File: config.mk
export PLATFORM = sky130hd
export DESIGN_NAME = serial_rx
export DESIGN_NICKNAME = d
export VERILOG_FILES = /design/src/rtl/serial_rx.sv
export SDC_FILE = /design/constraint.sdc
export NUM_CORES = 1
export LEC_CHECK = 0
export BUFFER_PORTS_ARGS = -buffer_cell sky130_fd_sc_hd__buf_4
export CAP_MARGIN = 40
export CORE_UTILIZATION = 32
export DETAILED_ROUTE_END_ITERATION = 10
export GPL_ROUTABILITY_DRIVEN = 0
export HOLD_SLACK_MARGIN = 0.05
export MAX_ROUTING_LAYER = met4
export PLACE_DENSITY_LB_ADDON = 0.12
export SYNTH_ARGS = -nofsm -noshare
export SYNTH_HDL_FRONTEND = slang
export SYNTH_SLANG_ARGS = --single-unit
File: constraint.sdc
create_clock -name CLK -period 5 [get_ports CLK]
set_input_delay 0 -clock CLK [delete_from_list [all_inputs] [get_ports CLK]]
set_output_delay 0 -clock CLK [all_outputs]
set_load 0.03 [all_outputs]
File: src/rtl/serial_rx.sv
// Serial frame receiver: start bit, eight data bits LSB first, stop bit.
// The line is sampled mid-bit against a clock-count bit period.
module serial_rx #(
  parameter int CLKS_PER_BIT = 16
) (
  input  logic       CLK,
  input  logic       CLR_N,
  input  logic       SERIAL_IN,
  output logic [7:0] RX_DATA,
  output logic       RX_VALID,
  output logic       FRAME_ERR,
  output logic       BUSY
);

  localparam int          HALF   = CLKS_PER_BIT / 2;
  localparam logic [15:0] HALF_C = 16'(HALF);
  localparam logic [15:0] LAST_C = 16'(CLKS_PER_BIT - 1);

  typedef enum logic [2:0] {IDLE, START, DATA, STOP, BREAK} state_t;

  state_t      state_q, state_d;
  logic        sync1_q, rx_s_q, samp_q;
  logic [15:0] cnt_q, cnt_d;
  logic [2:0]  idx_q, idx_d;
  logic [7:0]  sh_q, sh_d;
  logic [7:0]  rx_data_q, rx_data_d;
  logic        rx_valid_q, rx_valid_d;
  logic        frame_err_q, frame_err_d;

  // Start detection uses rx_s; bit sampling uses rx_s one cycle later so the
  // sample edges line up with the bit that started the frame, even at one bit
  // per clock.
  always_ff @(posedge CLK or negedge CLR_N) begin
    if (!CLR_N) begin
      sync1_q     <= 1'b1;
      rx_s_q      <= 1'b1;
      samp_q      <= 1'b1;
      state_q     <= IDLE;
      cnt_q       <= 16'd0;
      idx_q       <= 3'd0;
      sh_q        <= 8'h00;
      rx_data_q   <= 8'h00;
      rx_valid_q  <= 1'b0;
      frame_err_q <= 1'b0;
    end else begin
      sync1_q     <= SERIAL_IN;
      rx_s_q      <= sync1_q;
      samp_q      <= rx_s_q;
      state_q     <= state_d;
      cnt_q       <= cnt_d;
      idx_q       <= idx_d;
      sh_q        <= sh_d;
      rx_data_q   <= rx_data_d;
      rx_valid_q  <= rx_valid_d;
      frame_err_q <= frame_err_d;
    end
  end

  always_comb begin
    state_d     = state_q;
    cnt_d       = cnt_q;
    idx_d       = idx_q;
    sh_d        = sh_q;
    rx_data_d   = rx_data_q;
    rx_valid_d  = 1'b0;
    frame_err_d = 1'b0;
    case (state_q)
      IDLE: begin
        if (!rx_s_q) begin
          state_d = START;
          cnt_d   = 16'd0;
        end
      end
      START: begin
        if (cnt_q == HALF_C) begin
          cnt_d = 16'd0;
          if (!samp_q) begin
            state_d = DATA;
            idx_d   = 3'd0;
          end else begin
            state_d = IDLE;
          end
        end else begin
          cnt_d = cnt_q + 16'd1;
        end
      end
      DATA: begin
        if (cnt_q == LAST_C) begin
          sh_d  = {samp_q, sh_q[7:1]};
          cnt_d = 16'd0;
          if (idx_q == 3'd7) state_d = STOP;
          else               idx_d   = idx_q + 3'd1;
        end else begin
          cnt_d = cnt_q + 16'd1;
        end
      end
      STOP: begin
        if (cnt_q == LAST_C) begin
          cnt_d = 16'd0;
          if (samp_q) begin
            rx_data_d  = sh_q;
            rx_valid_d = 1'b1;
            // A start bit already on rx_s is taken without an idle cycle.
            state_d    = rx_s_q ? IDLE : START;
          end else begin
            frame_err_d = 1'b1;
            state_d     = BREAK;
          end
        end else begin
          cnt_d = cnt_q + 16'd1;
        end
      end
      BREAK: begin
        if (rx_s_q) state_d = IDLE;
      end
      default: state_d = IDLE;
    endcase
  end

  assign RX_DATA   = rx_data_q;
  assign RX_VALID  = rx_valid_q;
  assign FRAME_ERR = frame_err_q;
  assign BUSY      = (state_q != IDLE);

endmodule

# --- Yosys cells after proc, flatten, opt, wreduce, memory -nomap -nowiden ---
# Cells that the tools add are included.
word_totals:
  register_bits: 43
  inputBits: 3
  output_inout_bits: 11
  elab_cells: 62
op_classes:
  n_addsub: 2
  eq_ne: 15
  n_mux: 25
  reduce_logical: 10
op_table:
  columns: ["op", "count"]
  rows:
  - ["16-bit two-way mux", 3]
  - ["16-bit case mux with 3 select lines", 1]
  - ["3-bit two-way mux", 11]
  - ["16-bit by 4-bit == test with 1-bit output, second input constant", 2]
  - ["16-bit by 1-bit adder with 16-bit output, second input constant", 1]
  - ["2-bit inequality test, second input constant", 8]
  - ["3-bit case mux with 5 select lines", 1]
  - ["1-bit two-way mux", 7]
  - ["3-bit by 2-bit == test with 1-bit output, second input constant", 2]
  - ["3-bit == test, second input constant", 2]
  - ["3-bit case mux with 2 select lines", 1]
  - ["6-bit AND reduction", 1]
  - ["3-bit nonzero test", 2]
  - ["5-bit AND reduction", 1]
  - ["2-bit AND reduction", 2]
  - ["3-bit by 1-bit adder with 3-bit output, second input constant", 1]
  - ["3-bit by 1-bit == test with 1-bit output, second input constant", 1]
  - ["3-bit logical NOT", 1]
  - ["3-bit AND reduction", 1]
  - ["2-bit two-way mux", 1]
  - ["2-bit nonzero test", 1]
  - ["2-bit OR reduction", 1]

# --- Depth between registers and ports, before layout ---
logic_depth:
  depth_word: 4
  mapped_depth: 8
  mapped_depth_nobuf: 7

# --- Worst setup path before layout ---
# OpenSTA, ideal clock, no wires.
synth_path:
  kind: "flip-flop to flip-flop"
  startpoint: "register cnt_q[0]"
  endpoint: "register cnt_q[15]"
  setup_ns: 0.124
  t_arrival_ns: 1.772
  t_required_ns: 4.876
  slack_ns: 3.104
  stages_incl_launch_ff: 7
  path_buffers: 0
  path_cell_list: "dfrtp_1 ha_1 and4b_1 nand4_4 a22o_4 and3_1 a211o_1"
synth_between:
  elab_chain_len: 3
  elab_cells_between_ends: 6
  cone_classes: "1 x add/sub; 2 x eq/ne; 3 x mux"
synth_lines:
  columns: ["item", "line_no", "rtl"]
  rows:
  - ["start: declaration", "23", "logic [15:0] cnt_q, cnt_d;"]
  - ["start signal: assignment", "50", "cnt_q <= cnt_d;"]
  - ["16-bit by 1-bit adder with 16-bit output (tied with other cells)", "84, 94, 110", null]
  - ["16-bit two-way mux, on equally long branches", "88, 98, 75", null]
  - ["16-bit case mux with 3 select lines *", "67", "case (state_q)"]
# Every way passes the cells marked *; elsewhere a longest branch is shown, timed or not.
# A chain may end at the register's enable or synchronous reset.

# --- Worst setup path after layout ---
layout_path:
  startpoint: "register cnt_q[0]"
  endpoint: "register cnt_q[5]"
# Same word-level chain as after synthesis.

==> metrics.cfg <==
[global_route]
grt.total_usage=0.1319
grt_start_max_net_pins=44
grt_overflow=0
grt_pass1_vias=1446
grt_pass1_wl_um=7093
antenna_found_initial=0

[logic_synthesis]
syn_nets=188
ys_types=40
seq_area_frac_synth=0.5119
synth_warnings=0
ys_ff_latch=43
avgSynthCellArea_um2=11.65
syn_area_um2=2110
syn_inst=181

[layout]
final_cell_area_um2=2377
fin_nets=204
post-route-util=0.3744
layout_common_cells=40 x dfrtp_1, 18 x mux2_2, 13 x o21ai_0, 13 x buf_4, 11 x nand2_1
regArea_um2=1080
final_common_cell=dfrtp_1
fill_cells=621
final_cells=275
drive_gt1_frac=0.2677
diodes=0
syn2layout_area_growth_pct=12.69
multiInputGateArea_um2=968.4

[detailed_routing]
ant_nets=0
dr.pass1.iters=4
drtIter0Drc=136
remaining_drc_errors=0
wl_per_cell_um=15.05
vias=1419
routed_wl_um=4139
viasPerCell=5.160

[setup_path]
crit_arrival_ns=2.38
worst_r2r_path_depth=7
critPathTopFamily=compound AO/OA/AOI/OAI gates
critPathCaptureType=register
critical_path_buf_inv_count=1
crit_cells=7
slowest_delay_ns=0.44
worstPathCellList=inv_1 -> ha_1 -> nor4bb_1 -> nand4_1 -> a22oi_4 -> o21ai_0 -> a22o_1
setup.worst_path.start=cnt_q[0]$_DFFE_PN0P_
r2r_start=cnt_q[0]$_DFFE_PN0P_
worst_path_max_delay_cell=a22oi_4
startpoint_type=register
worstPathRequired_ns=5.19
critPathMaxFanout=14
worstSetupPathType=register to register

[floorplan]
initial_core_util=0.3322
ios=14
die_h_um=83.19
rows=29
core_um2=6350
die-area_um2=6921
dieWidth_um=83.19

[placed_design]
post_dp_cell_area_um2=2265
place_inst=265
dp_hpwl_um=2765
io_buffers=13
detailedPlace.worstSlack_ns=2.819

[cts]
cts_tree=done
cts_root_buf=clkbuf_8
htreeDepth=2
cts_buffers=5
cts_resized=0
holdBufCountCts=2
post_cts_buffers=0
clock_path_buffers=2
clk_pin_slew_ns=0.09
clk_latency_ns=0.30
cts.sinks=43

[timing]
max_freq_mhz=458.1
slew_headroom=0.5406
hold_ws_ns=0.2289
hold_violations=0
min_period_ns=2.183
setup_violations=0
finClkSkew_ns=0.004076
final_max_slew_viol_count=0
finalSetupTns_ns=0
worst_slew_pin_slew_ns=0.6890
period_share=0.4366
rsz0062_at_grt=false
layout_setup_ws_ns=2.817

[worst_hold_path]
hold_class=input port to async pin

[pwr]
power_density_nw_per_um2=383.5
fin_total_pwr_uw=911.6
ir_worst_vdd_mv=0.1950
p_leak_nw=1.089

[status]
outcome=finished, final reports clean

[flow_run]
drv_cap=0

## registers in the layout, indices dropped and copies added, names as in the netlist
| name | cells |
|---|---|
| RX_DATA | 8 |
| FRAME_ERR | 1 |
| sync1_q | 1 |
| sh_q | 8 |
| rx_s_q | 1 |
| samp_q | 1 |
| state_q | 3 |
| idx_q | 3 |
| cnt_q | 16 |
| RX_VALID | 1 |
## report_power, final
group / switching [mW] / total [mW] / internal, mW
registers: 0.0558 / 0.445 / 0.389
logic: 0.136 / 0.234 / 0.0989
clock network: 0.133 / 0.233 / 0.100
total: 0.324 / 0.912 / 0.588
## path summary, 6_finish.rpt
| check | endpoint | slack, ns |
|---|---|---|
| max reg2reg | cnt_q[5]$_DFFE_PN0P_ | 2.82 |
| max | cnt_q[5]$_DFFE_PN0P_ | 2.82 |
| min | sh_q[2]$_DFFE_PN0P_ | 0.23 |
| min in group CLK | sync1_q$_DFF_PN1_ | 0.35 |
| max in group asynchronous | sync1_q$_DFF_PN1_ | 4.38 |
| min reg2reg | rx_s_q$_DFF_PN1_ | 0.36 |
## routing by layer
metal	part of all wire	wire, um	GRT usage
met5	0	0	-
met4	0.0075	31	0.04545
met3	0.030	123	0.02883
met2	0.46	1912	0.2064
met1	0.50	2071	0.1693
## Yosys cell counts
library cell | count | share of area
xor2_1 | 2 | 0.0083
buf_1 | 1 | 0.0018
ha_1 | 4 | 0.024
o21ai_0 | 13 | 0.031
and4b_1 | 1 | 0.0047
nand4_1 | 6 | 0.018
a21o_1 | 3 | 0.011
nor3b_1 | 2 | 0.0071
and2_1 | 1 | 0.0030
a31oi_1 | 2 | 0.0059
a22o_4 | 1 | 0.0083
nor2_2 | 1 | 0.0030
nand3_1 | 3 | 0.0071
inv_1 | 6 | 0.011
or3_1 | 5 | 0.015
nand2b_1 | 2 | 0.0059
nand2_1 | 11 | 0.020
nor4_4 | 3 | 0.030
nand4_4 | 1 | 0.010
nor2_1 | 10 | 0.018
xnor2_1 | 3 | 0.012
buf_6 | 2 | 0.011
nor4_1 | 2 | 0.0059
nor3_1 | 5 | 0.012
o22ai_1 | 1 | 0.0030
and3_1 | 6 | 0.018
nor4bb_1 | 1 | 0.0047
nor3_4 | 1 | 0.0077
dfrtp_1 | 40 | 0.47
a211o_1 | 3 | 0.012
clkbuf_1 | 2 | 0.0036
a22oi_4 | 1 | 0.010
a22o_2 | 1 | 0.0047
buf_2 | 1 | 0.0024
a21oi_1 | 6 | 0.014
dfstp_2 | 3 | 0.037
nor2b_1 | 1 | 0.0030
a22o_1 | 4 | 0.017
nor3_2 | 2 | 0.0095
mux2_2 | 18 | 0.096
## area by class of cell
cell class                 instances  area share
sequential                        43      0.4542
multi-input combinational        126      0.4074
timing repair buffer              15     0.04947
tap                               77     0.04053
clock buffer                       5     0.02895
clock inverter                     3     0.01000
inverter                           6    0.009474
## kinds of logic after synthesis
logic type               after synthesis  share of synthesized area
adder cells (fa/ha/maj)                4                    0.02373
AND/OR/NAND/NOR                       64                     0.2017
AO/OA/AOI/OAI                         35                     0.1168
buffers and inverters                 12                    0.02906
flip-flops                            43                     0.5119
multiplexers                          18                    0.09608
XOR/XNOR                               5                    0.02076
Power figures use the tool's default switching activity.
